<file path="src/rtl/inst_fetch_pkg.sv">
// Shared definitions for the fetch/issue stage: RV32I base opcodes, the NOP
// encoding and the fetch FSM state encoding.
package inst_fetch_pkg;

  localparam logic [6:0] OP     = 7'h33;
  localparam logic [6:0] OP_IMM = 7'h13;
  localparam logic [6:0] LOAD   = 7'h03;
  localparam logic [6:0] STORE  = 7'h23;
  localparam logic [6:0] BRANCH = 7'h63;
  localparam logic [6:0] JAL    = 7'h6F;
  localparam logic [6:0] JALR   = 7'h67;
  localparam logic [6:0] LUI    = 7'h37;
  localparam logic [6:0] AUIPC  = 7'h17;

  localparam logic [31:0] NOP_INST = 32'h0000_0013;

  typedef enum logic [1:0] {
    S_FETCH = 2'd0,
    S_WAIT  = 2'd1,
    S_ISSUE = 2'd2
  } fetch_state_e;

endpackage

</file>
<file path="src/rtl/inst_fields.sv">
// Splits a 32-bit RISC-V instruction word into its fixed-position fields.
// Purely combinational; shared with the decoder.
module inst_fields (
  input  logic [31:0] i_inst,
  output logic [6:0]  o_opcode,
  output logic [4:0]  o_rd,
  output logic [2:0]  o_funct3,
  output logic [4:0]  o_rs1,
  output logic [4:0]  o_rs2,
  output logic [6:0]  o_funct7
);

  assign o_opcode = i_inst[6:0];
  assign o_rd     = i_inst[11:7];
  assign o_funct3 = i_inst[14:12];
  assign o_rs1    = i_inst[19:15];
  assign o_rs2    = i_inst[24:20];
  assign o_funct7 = i_inst[31:25];

endmodule

</file>
<file path="src/rtl/inst_fetch.sv">
// Instruction fetch/issue stage: req/ack fetch from instruction memory, one
// registered instruction presented over valid/ready, PC redirect with squash.
module inst_fetch
  import inst_fetch_pkg::*;
#(
  parameter int               XLEN     = 32,
  parameter logic [XLEN-1:0]  RESET_PC = 32'h0000_0000
) (
  input  logic             clk,
  input  logic             nreset,
  output logic             imem_req,
  output logic [XLEN-1:0]  imem_addr,
  input  logic             imem_ack,
  input  logic [31:0]      imem_rdata,
  output logic             inst_valid,
  input  logic             inst_ready,
  output logic [31:0]      inst,
  output logic [XLEN-1:0]  inst_pc,
  output logic [6:0]       opcode,
  output logic [4:0]       rd,
  output logic [2:0]       funct3,
  output logic [4:0]       rs1,
  output logic [4:0]       rs2,
  output logic [6:0]       funct7,
  input  logic             pc_load,
  input  logic [XLEN-1:0]  pc_load_addr
);

  fetch_state_e    r_state, w_state_nxt;
  logic [XLEN-1:0] r_pc, w_pc_nxt;
  logic            r_discard, w_discard_nxt;
  logic            r_req, w_req_nxt;
  logic [XLEN-1:0] r_addr, w_addr_nxt;
  logic            r_valid, w_valid_nxt;
  logic [31:0]     r_inst, w_inst_nxt;
  logic [XLEN-1:0] r_inst_pc, w_inst_pc_nxt;
  logic [XLEN-1:0] w_target;

  assign w_target = {pc_load_addr[XLEN-1:2], 2'b00};

  // NOTE: sequential state uses non-blocking assignments so every register
  // samples the pre-edge values regardless of process ordering.
  always_ff @(posedge clk or negedge nreset) begin
    if (!nreset) r_state <= S_FETCH;
    else         r_state <= w_state_nxt;
  end

  always_comb begin
    w_state_nxt = r_state;
    case (r_state)
      S_FETCH: w_state_nxt = S_WAIT;
      S_WAIT:  if (imem_ack) w_state_nxt = (pc_load || r_discard) ? S_FETCH : S_ISSUE;
      S_ISSUE: if (pc_load || inst_ready) w_state_nxt = S_FETCH;
      default: w_state_nxt = S_FETCH;
    endcase
  end

  // NOTE: every comb output gets a hold-value default first, so no path can
  // leave it unassigned and infer a latch.
  always_comb begin
    w_pc_nxt      = r_pc;
    w_discard_nxt = r_discard;
    w_req_nxt     = r_req;
    w_addr_nxt    = r_addr;
    w_valid_nxt   = r_valid;
    w_inst_nxt    = r_inst;
    w_inst_pc_nxt = r_inst_pc;

    if (pc_load) w_pc_nxt = w_target;

    case (r_state)
      S_FETCH: begin
        w_req_nxt  = 1'b1;
        w_addr_nxt = pc_load ? w_target : r_pc;
      end
      S_WAIT: begin
        if (imem_ack) begin
          w_req_nxt     = 1'b0;
          w_discard_nxt = 1'b0;
          if (!pc_load && !r_discard) begin
            w_valid_nxt   = 1'b1;
            w_inst_nxt    = imem_rdata;
            w_inst_pc_nxt = r_pc;
          end
        end else if (pc_load) begin
          // Address stays on the old PC until the outstanding ack arrives.
          w_discard_nxt = 1'b1;
        end
      end
      S_ISSUE: begin
        if (pc_load || inst_ready) w_valid_nxt = 1'b0;
        if (!pc_load && inst_ready) w_pc_nxt = r_pc + XLEN'(4);
      end
      default: ;
    endcase
  end

  always_ff @(posedge clk or negedge nreset) begin
    if (!nreset) begin
      r_pc      <= RESET_PC;
      r_discard <= 1'b0;
      r_req     <= 1'b0;
      r_addr    <= RESET_PC;
      r_valid   <= 1'b0;
      r_inst    <= NOP_INST;
      r_inst_pc <= RESET_PC;
    end else begin
      r_pc      <= w_pc_nxt;
      r_discard <= w_discard_nxt;
      r_req     <= w_req_nxt;
      r_addr    <= w_addr_nxt;
      r_valid   <= w_valid_nxt;
      r_inst    <= w_inst_nxt;
      r_inst_pc <= w_inst_pc_nxt;
    end
  end

  assign imem_req   = r_req;
  assign imem_addr  = r_addr;
  assign inst_valid = r_valid;
  assign inst       = r_inst;
  assign inst_pc    = r_inst_pc;

  inst_fields u_fields (
    .i_inst   (r_inst),
    .o_opcode (opcode),
    .o_rd     (rd),
    .o_funct3 (funct3),
    .o_rs1    (rs1),
    .o_rs2    (rs2),
    .o_funct7 (funct7)
  );

endmodule

</file>
<file path="config.mk">
export PLATFORM = sky130hd
export DESIGN_NAME = inst_fetch
export DESIGN_NICKNAME = d
export VERILOG_FILES = /design/src/rtl/inst_fetch_pkg.sv /design/src/rtl/inst_fields.sv /design/src/rtl/inst_fetch.sv
export SDC_FILE = /design/constraint.sdc
export NUM_CORES = 1
export LEC_CHECK = 0
export ABC_AREA = 1
export CORE_UTILIZATION = 30
export CTS_BUF_LIST = sky130_fd_sc_hd__clkbuf_16
export CTS_CLUSTER_SIZE = 8
export DETAILED_ROUTE_END_ITERATION = 10
export GPL_TIMING_DRIVEN = 0
export PLACE_DENSITY_LB_ADDON = 0.05
export SLEW_MARGIN = 5
export SYNTH_ARGS = -nofsm -noshare
export SYNTH_HDL_FRONTEND = slang
export SYNTH_SLANG_ARGS = --single-unit
</file>
<file path="constraint.sdc">
create_clock -name clk -period 2.18 [get_ports clk]
set_clock_uncertainty 0.15 [all_clocks]
set_input_delay 0.218 -clock clk [delete_from_list [all_inputs] [get_ports clk]]
set_output_delay 0.218 -clock clk [all_outputs]
set_load 0.1 [all_outputs]
</file>
==> summary.txt, run 1 <==
Clocking
  – Root buf cell: clkbuf_16
  – CTS tree: built
  – CTS max path bufs: 2
  – H-tree depth: 4
  – Clk Latency, worst-skew pair: 0.42 ns
  – Clock Sinks: roughly 130
  – CTS buffer count: 17
  – CTS clk-pin slew, worst paths: 0.06 ns
  – Post-CTS setup buffers: 0

Timing
  – Final Hold Viols: 0
  – Final setup violation count: 0
  – Pins over their slew limit: 0
  – Final critical-path required period: between 2 and 2.5 ns
  – Unrepaired setup endpoints after global routing: false
  – Slew margin rel.: 30.5%
  – Max Clk Rate: 470 MHz
  – Least-Margin Pin Slew: approximately 1.0 ns
  – Ratio of final minimum period to clock period: 97.7%

Yosys
  – Gate Count Post-Synth: 732
  – Yosys warns: 0
  – Syn Std Cell Area: 6210 µm²
  – Avg Inst Size Synth: 8.48 µm²
  – Syn nets: around 800
  – Post-synthesis register bit count: between 100 and 150
  – Synth top area share: a little over half
  – Area contributors post-synth: dfrtp_1 (52%), nand2_1 (17%), o21ai_0 (6.7%)
  – Seq/Total Area, Yosys: 53.7%
  – Synth cell types: 25
  – Yosys top cell by area: dfrtp_1

Job
  – Max-cap violations: 0

Detailed routing
  – Avg Vias per Cell: 4.35
  – Iter 0 DRT Violations: 233
  – Detail Route Antenna Nets: 0
  – Routed WL: 19.0 mm
  – DRT Pass-1 Iters: 4
  – Vias: 5355
  – DR DRC count: 0
  – WL/cell: around 15 µm

Global routing
  – Met3 Use GR: between 3 and 4%
  – Busiest grt layer: met2
  – Met1 Usage GRT: 26.6%
  – Largest net degree at the start of global routing: 71
  – Met2 Use GR: between 20% and 30%
  – First-pass GRT wire length: 30.7 mm
  – Gr usage total: 18.8%
  – Number of global-route vias before repair: roughly 5.4k
  – GRT Residual Overflow: 0
  – Initial antenna violation count: 0

Place
  – IO Port Bufs: 195
  – Placer Congestion: roughly 0.87
  – Post-DP HPWL: 14.0 mm
  – Placed Cells: 1198

Critical path
  – Slowest-stage cell, CP: dlygate4sd2_1
  – Crit-path leading delay family: buffers and inverters
  – CP bufs+invs: 2
  – Worst setup SP type: flop
  – Req. time, crit path: 1.81 ns
  – R2R Setup Slk: 0.21 ns
  – R2r worst-path depth: 7
  – Crit Path Max Fanout: 3
  – Setup crit end kind: output pin
  – CP arrival: 1.76 ns
  – WS Path Type: flop to output pin
  – Worst flop-to-flop path startpoint: r_pc[2]
  – Worst reg2reg path endpoint: r_pc[19]
  – CP peak stage delay: a little over 0.8 ns
  – Worst path depth: 2
  – Crit-path cells: buf_4, dlygate4sd2_1

Min path
  – Hold Path Stages: 4
  – Hold path start: pc_load
  – Hold Path Class: input pin to flop
  – End of the worst hold path: imem_addr[2]

Run status
  – Status: finished, final reports clean

Cells and area
  – Finished Layout Cells: 1231
  – Number of antenna diodes: 0
  – Post-layout util: 44.4%
  – Nets: 1018
  – Share of cells above drive strength 1: a little over an eighth
  – Syn-to-layout area delta: 44.7%

Floorplanning
  – Die width: about 150 µm
  – Die height: between 100 and 150 µm
  – Core Rows: 52
  – Initial Utilization: 30.7%
  – DIE AREA: 21300 µm²
  – IO Count: 199
  – Core area: 20200 µm²
Yosys cell counts, drive strengths merged:
cell and number:
a21oi 2, a22oi 1, and2 2, buf 44, clkbuf 16, dfrtp 130
dfstp 3, ha 1, inv 48, mux2 32, nand2 280, nand3 29
nor2 49, nor3 1, o21ai 84, o311ai 1, or2 1, xor2 8
stage by stage:
stage,setup slack (ns),setup TNS [ns],area [µm²],hold WS [ns]
floorplan,0.476,0,6210,-0.228
global placement,-4.93,-649.18,8500,0.314
detailed placement,0.0823,0,8530,0.107
CTS,0.00975,0,8990,0.172
global route,0.00383,0,8980,0.222
finish,0.0501,0,8980,0.201
worst max path at each step:
stage,from,to
6_report,inst[13],inst[13]
5_1_grt,inst[9],rd[2]
4_1_cts,inst[1],inst[1]
3_5_place_dp,inst[0],opcode[0]
3_3_place_gp,nreset,r_pc[25]
2_1_floorplan,inst[12],inst[12]
final cells by class:
cell class	count	area (µm²)
Tap cell	270	338
Clock buffer	17	425
Multi-Input combinational cell	491	2330
Sequential cell	133	3330
Inverter	48	180
Buffer	60	374
Timing Repair Buffer	197	1820
Fill cell	2093	11300
Clock inverter	15	180
what timing repair did:
action	4_1_cts	5_1_grt
endpoints found under the hold margin	60	0
resized for setup	139	6
setup endpoints to repair	130	7
hold buffers	1	0
layer usage:
metal / vias to the layer above / share of wire [%]
li1: 2720 / -
met1: 2459 / 50
met2: 164 / 45
met3: 12 / 4.1
met4: 0 / 0.96
met5: - / 0
state kept, by name (all words and copies together), names as in the netlist:
| signal | flops |
|---|---|
| imem_addr | 32 |
| inst | 32 |
| inst_pc | 32 |
| inst_valid | 1 |
| r_pc | 32 |
| imem_req | 1 |
| r_state | 2 |
| r_discard | 1 |
tightest hold or removal path, cell delays in order:
cell and delay, ns:
buf_2 0.22, o21ai_0 0.17, nand2_1 0.07, nand2_1 0.05
logic make-up after synthesis:
group	share of synthesized area, %
AOI/OAI and AO/OA	7.19
buffers and inverters	8.93
muxes	5.80
xor gates and xnor gates	1.13
adders and majority gates	0.201
DFF	53.7
and+or+nand+nor	23.1
layout by cell type (no fill, tap or decap), types with 3 or more instances in the layout:
| cell | n |
|---|---|
| buf_2 | 8 |
| buf_4 | 36 |
| bufinv_16 | 3 |
| clkbuf_1 | 16 |
| clkbuf_16 | 17 |
| clkbuf_2 | 3 |
| clkdlybuf4s15_1 | 3 |
| clkdlybuf4s50_1 | 64 |
| clkinv_4 | 5 |
| dfrtp_1 | 130 |
| dfstp_2 | 3 |
| dlygate4sd2_1 | 121 |
| inv_1 | 47 |
| mux2_2 | 32 |
| nand2_1 | 280 |
| nand3_1 | 28 |
| nor2_1 | 44 |
| nor2_2 | 3 |
| o21ai_0 | 83 |
| xor2_1 | 8 |
Power of run 1 is left out: the tool's default activity adds up to more than one toggle a clock period on the data nets, which glitch-free logic cannot reach.
==> run 2: changes to the inputs <==
--- a/config.mk
+++ b/config.mk
@@ -5,7 +5,7 @@
 export SDC_FILE = /design/constraint.sdc
 export NUM_CORES = 1
 export LEC_CHECK = 0
-export ABC_AREA = 1
+export CORE_ASPECT_RATIO = 0.5
 export CORE_UTILIZATION = 30
 export CTS_BUF_LIST = sky130_fd_sc_hd__clkbuf_16
 export CTS_CLUSTER_SIZE = 8
==> summary.txt, run 2 <==
Timing
  – Unrepaired setup endpoints after global routing: true
  – Final Hold Viols: 0 (unchanged)
  – Final setup violation count: 0 (unchanged)
  – Final critical-path required period: 2.12 ns (-0.0133 ns)
  – Ratio of final minimum period to clock period: 97.1% (-0.61 points)
  – Slew margin rel.: 29.2% (-1.4 points)
  – Pins over their slew limit: 0 (unchanged)
  – Least-Margin Pin Slew: 1.07 ns (+0.0204 ns)
  – Max Clk Rate: 472 MHz (+0.63%)

Place
  – Placer Congestion: 0.780 (-10%)
  – IO Port Bufs: 195 (unchanged)
  – Post-DP HPWL: 13.8 mm (-1.2%)
  – Placed Cells: 1028 (-14%)

Clocking
  – Clk Latency, worst-skew pair: 0.42 ns (about the same)
  – H-tree depth: 4 (unchanged)
  – Root buf cell: clkbuf_16
  – CTS buffer count: 17 (unchanged)
  – CTS max path bufs: 2 (unchanged)
  – Clock Sinks: 133 (unchanged)
  – CTS clk-pin slew, worst paths: 0.06 ns (about the same)
  – CTS tree: built

Detailed routing
  – Avg Vias per Cell: 4.77 (+9.7%)
  – WL/cell: 17.7 µm (+15%)
  – DRT Pass-1 Iters: 5 (+1)
  – Iter 0 DRT Violations: 236 (+1.3%)
  – Vias: 5059 (-5.5%)
  – Detail Route Antenna Nets: 0 (unchanged)
  – Routed WL: 18.8 mm (-0.94%)
  – DR DRC count: 0 (unchanged)

Floorplanning
  – Die width: 205 µm (+40%)
  – Core area: 19800 µm² (-2.1%)
  – Initial Utilization: 31.2% (+0.47 points)
  – DIE AREA: 21200 µm² (-0.37%)
  – IO Count: 199 (unchanged)
  – Die height: 103 µm (-29%)
  – Core Rows: 36 (-31%)

Cells and area
  – Commonest non-fill, non-tap cell in the layout: dfrtp_1
  – Area of the multi-input gates: 2430 µm² (+4.6%)
  – Register area: 3330 µm² (about the same)
  – Finished Layout Cells: 1060 (-14%)
  – Share of cells above drive strength 1: 20.4% (+7.3 points)
  – Nets: 851 (-16%)
  – Syn-to-layout area delta: 46.8%
  – Most frequent cells in the layout: dfrtp_1 (129), dlygate4sd2_1 (121), nand2_1 (68)
  – Total of fill cells in the finished design: 1967 (-6.0%)
  – Number of antenna diodes: 0 (unchanged)

Critical path
  – Req. time, crit path: 1.81 ns (about the same)
  – Slowest-stage cell, CP: dlygate4sd2_1
  – Setup crit end kind: output pin
  – CP peak stage delay: 0.87 ns (+0.04 ns)
  – CP arrival: 1.75 ns (about the same)
  – Crit-path cells: buf_4, dlygate4sd2_1
  – CP bufs+invs: 2 (unchanged)
  – Crit Path Max Fanout: 3 (unchanged)
  – Worst setup SP type: flop
  – Crit-path leading delay family: buffers and inverters
  – WS Path Type: flop to output pin

Yosys
  – Yosys top cell by area: dfrtp_1
  – Post-synth EDFFs: 0 (unchanged)
  – Seq/Total Area, Yosys: 54.0% (+0.29 points)
  – Top-count cell post-synth: dfrtp_1
  – Area contributors post-synth: dfrtp_1 (53%), mux2_2 (11%), nand2_1 (4.1%)
  – Synth top area share: 52.7% (+0.29 points)
  – Post-synthesis register bit count: 133 (unchanged)
  – Synth cell types: 51 (+100%)
  – Syn nets: 636 (-21%)
  – Avg Inst Size Synth: 10.9 µm² (+29%)
  – Commonest cells post-synth: dfrtp_1 (130), nand2_1 (68), mux2_2 (62)
  – Fraction of synthesis flops using an asynchronous set or reset pin: 100% (unchanged)
  – Gate Count Post-Synth: 566 (-23%)
  – Primary FF master, synth: dfrtp_1
  – Yosys warns: 0 (unchanged)
  – Syn Std Cell Area: 6180 µm² (-0.54%)

Global routing
  – Number of global-route vias before repair: 4928 (-8.6%)
  – Gr usage total: 18.4% (-0.40 points)
  – Initial antenna violation count: 1 (+1)
  – First-pass GRT wire length: 29.2 mm (-4.7%)
  – GRT Residual Overflow: 0 (unchanged)
  – Largest net degree at the start of global routing: 88 (+24%)

Job
  – Max-cap violations: 0 (unchanged)

Run status
  – Status: finished, final reports clean

Min path
  – Hold Path Class: input pin to async pin
-- run 2: changes by cell type after synthesis, moves of 23 or more --
| cell | delta |
|---|---|
| mux2_2 | +30 |
| inv_1 | -40 |
| nor2_1 | -23 |
| o21ai_0 | -34 |
| nand2_1 | -212 |
-- run 2: repair_timing --
action                                 4_1_cts  5_1_grt
endpoints found under the hold margin       46        0
gates resized for setup                    140       28
setup endpoints to repair                  190       73
setup buffers                                0        1
pin swaps                                    0        2
hold buffers                                 1        0
-- run 2: layout make-up --
cell class / count / area share [%]
repair buffers: 198 / 20.2
plain buffers: 66 / 4.61
flip-flops and latches: 133 / 36.8
clock inverters: 15 / 2.89
multi-input cells: 358 / 26.9
inverters: 7 / 0.290
clock buffers: 17 / 4.69
well taps: 266 / 3.67
-- run 2: kinds of logic (layout without fill, tap and decap cells) --
kind of cell               count (synthesis)  after routing  share of synthesized area [%]
muxes                                     72             72                           12.9
DFF                                      133            133                           54.0
xor gates and xnor gates                  11             11                           1.56
AOI/OAI and AO/OA                        105            105                           10.6
and+or+nand+nor                          169            169                           13.7
buffers and inverters                     75            303                           7.11
adders and majority gates                  1              1                          0.203
-- run 2: layer usage --
metal	up-vias	part of all wire [%]	GRT usage (%)	wire length, µm
met3	18	4.8	4.29	909
met4	2	1.2	5.24	218
li1	2432	-	-	-
met5	-	0.069	0	13
met1	2471	52	27.3	9810
met2	136	42	26.7	7820
-- run 2: worst register-to-register path: cells and delay by family, from the launching register on --
family / cells / cell delay (ns)
AO/OA/AOI/OAI: 1 / 0.17
AND/OR/NAND/NOR: 3 / 1.22
flip-flops: 1 / 0.46
-- run 2: worst paths after layout --
| kind | from | end | slack (ns) | depth (start not counted) |
|---|---|---|---|---|
| setup reg to reg | r_pc[25] | r_pc[31] | 0.10 | 4 |
| hold / removal | nreset | imem_addr[12] | 0.16 | 2 |
| min in group clk | pc_load | r_pc[16] | 0.23 | 4 |
| hold reg to reg | imem_addr[23] | imem_addr[23] | 0.32 | 2 |
| max in group asynchronous | nreset | inst[4] | 0.89 | 3 |
| setup / recovery | inst[28] | inst[28] | 0.06 | 2 |
-- run 2: stage by stage --
stage	setup WS, ns	util (%)	TNS (ns)	instance area [µm²]	hold slack [ns]
after floorplan	0.262	-	0	6180	-0.228
after global placement	-5.07	42.7	-682.93	8460	0.314
after detailed placement	-0.260	42.8	-15.57	8490	0.0488
after CTS	0.00671	45.6	0	9040	0.165
after global routing	-0.00555	45.7	-0.00555	9060	0.199
final	0.0634	45.7	0	9060	0.163
Power of run 2 is left out for the same reason.
==> variant (config.mk and constraints of run 2) <==
Make the reset (`nreset`) synchronous in 2 clocked blocks.
--- a/src/rtl/inst_fetch.sv
+++ b/src/rtl/inst_fetch.sv
@@ -40,7 +40,7 @@
 
   // NOTE: sequential state uses non-blocking assignments so every register
   // samples the pre-edge values regardless of process ordering.
-  always_ff @(posedge clk or negedge nreset) begin
+  always_ff @(posedge clk) begin
     if (!nreset) r_state <= S_FETCH;
     else         r_state <= w_state_nxt;
   end
@@ -95,7 +95,7 @@
     endcase
   end
 
-  always_ff @(posedge clk or negedge nreset) begin
+  always_ff @(posedge clk) begin
     if (!nreset) begin
       r_pc      <= RESET_PC;
       r_discard <= 1'b0;
Function: differs if nreset is asserted again (counterexample within 4 cycles, from zero or initial values and one cycle with nreset low); with nreset held inactive, the same outputs for 4 cycles.
==> variant against run 2 <==
  * Worst setup slack worse by 15 ps
  * Critical path depth up 3
  * Die area down 2.1%
  * Count of clock-buffer cells in the layout unchanged
  * Utilization up 0.31 points
  * Design area down 0.47%
  * Fmax down 0.70%
  * Wire length up 16%
  * Sequential cell count unchanged
  * Area after synthesis down 2.2%
  * Critical endpoint is now r_pc[25]
  * Largest cell class is now multi-input combinational cells
  * Highest routed layer is now met4
==> variant: results (changes against run 2) <==
root buffer cell clkbuf_16; port bufs 196 (+0.51%); Cell Count, Final, Fillers Out 1212 (+14%); compound-gate portion of the synthesized area 21.41% (+11 points); clock tree buffer depth 2 (unchanged); DR iter-0 viols 255 (+8.1%); Worst path slowest cell or4_4; vias in the first global route 5621 (+14%); mux contribution to synthesized area 3.479% (-9.4 points); outcome completed; Post-Synth Adder-Cell Area 0.2071% (+0.0045 points); Nets 1003 (+18%); first-pass GRT wire length 33070 um (+13%); Area contributors post-synth dfxtp_1 (44%), nand2_1 (11%), a21boi_0 (8.0%), o211a_1 (5.1%), buf_4 (4.0%); XOR/XNOR share of the synthesized area 1.450% (-0.11 points); Total GRT Usage 21.39% (+3.0 points); Place WS -754.7 ps (-494.5 ps); Critical Path AT 2330 ps (+580 ps); largest net degree at the start of global routing 17 (-81%); initial antenna violation count 0 (-1); layout cell share with drive strength beyond 1 13.85% (-6.6 points); Post-Synthesis Cells 706 (+25%); Routed WL per cell 18.01 um (+1.7%); CP max FO 6 (+3); fill cell count 2037 (+3.6%); Final Wtd Congestion 0.8610 (+10%); DRT Pass-1 Iters 5 (unchanged); sequential fraction of the synthesis area 44.07% (-9.9 points); top cells by count, synth nand2_1 (170), dfxtp_1 (133), a21boi_0 (64), clkbuf_1 (39), buf_4 (32); syn nets 776 (+22%); maximum VDD drop 0.0005589 V; Least-Margin Pin Slew 1045 ps (-21.92 ps); HP Class in2reg; Leak 0.004129 uW; Synth cell types 46 (-9.8%); Synth async-reset ratio 0% (-100 points); drt via density 4.896 (+2.6%); Worst path max stage delay 560 ps (-310 ps); HPWL after detailed placement 16260 um (+18%)
variant: area by class of cell:
| type | count | area share, % |
|---|---|---|
| multi-input combinational | 477 | 32.69 |
| sequential | 133 | 29.93 |
| timing repair buffer | 210 | 21.11 |
| buffer | 87 | 5.742 |
| clock buffer | 17 | 4.716 |
| tap | 266 | 3.689 |
| clock inverter | 15 | 1.831 |
| inverter | 7 | 0.2913 |
variant: worst max-delay path: cells and delay by family, from the launching register on:
| family | cells | cell delay, ps |
|---|---|---|
| AND/OR/NAND/NOR | 3 | 1170 |
| flip-flops | 1 | 400 |
| buffers and inverters | 1 | 170 |
| AO/OA/AOI/OAI | 1 | 160 |
variant: path summary, 6_finish.rpt:
check / startpoint / end / slack, ps / depth (start not counted)
worst max-delay path: r_pc[15] / r_pc[25] / 50 / 5
worst min-delay path: imem_rdata[24] / inst[24] / 200 / 3
worst max register to register: r_pc[15] / r_pc[25] / 50 / 5
worst min register to register: inst_pc[1] / inst_pc[1] / 310 / 2
variant: cell families after synthesis:
kind of cell	Yosys count
muxes	21
buffers and inverters	96
xor gates and xnor gates	10
adders and majority gates	1
and+or+nand+nor	269
AOI/OAI and AO/OA	176
DFF	133
variant: per-stage QoR:
stage / cell area [um^2] / setup TNS, ps
4_1_cts: 8914 / 0
2_1_floorplan: 6042 / 0
3_5_place_dp: 8337 / -60530
5_1_grt: 9021 / 0
3_3_place_gp: 8337 / -60090
6_report: 9021 / 0
variant: layer usage:
metal	track usage, %	wire [um]
met1	30.65	11080
met3	5.421	1510
met5	0	0
met4	6.998	241
met2	31.11	8995
variant: repair_timing:
item / 4_1_cts / 5_1_grt
pin swaps: 1 / 2
buffers inserted: 9 / 4
gates resized for setup: 166 / 39
setup endpoints to repair: 225 / 78
cloned: 0 / 1
variant: power by group:
| part | leakage [uW] | internal (uW) | switching, uW |
|---|---|---|---|
| combinational | 0.00275 | 408 | 1130 |
| clock | 0.000285 | 1780 | 1140 |
| sequential | 0.00110 | 2560 | 121 |
| total | 0.00413 | 4750 | 2390 |
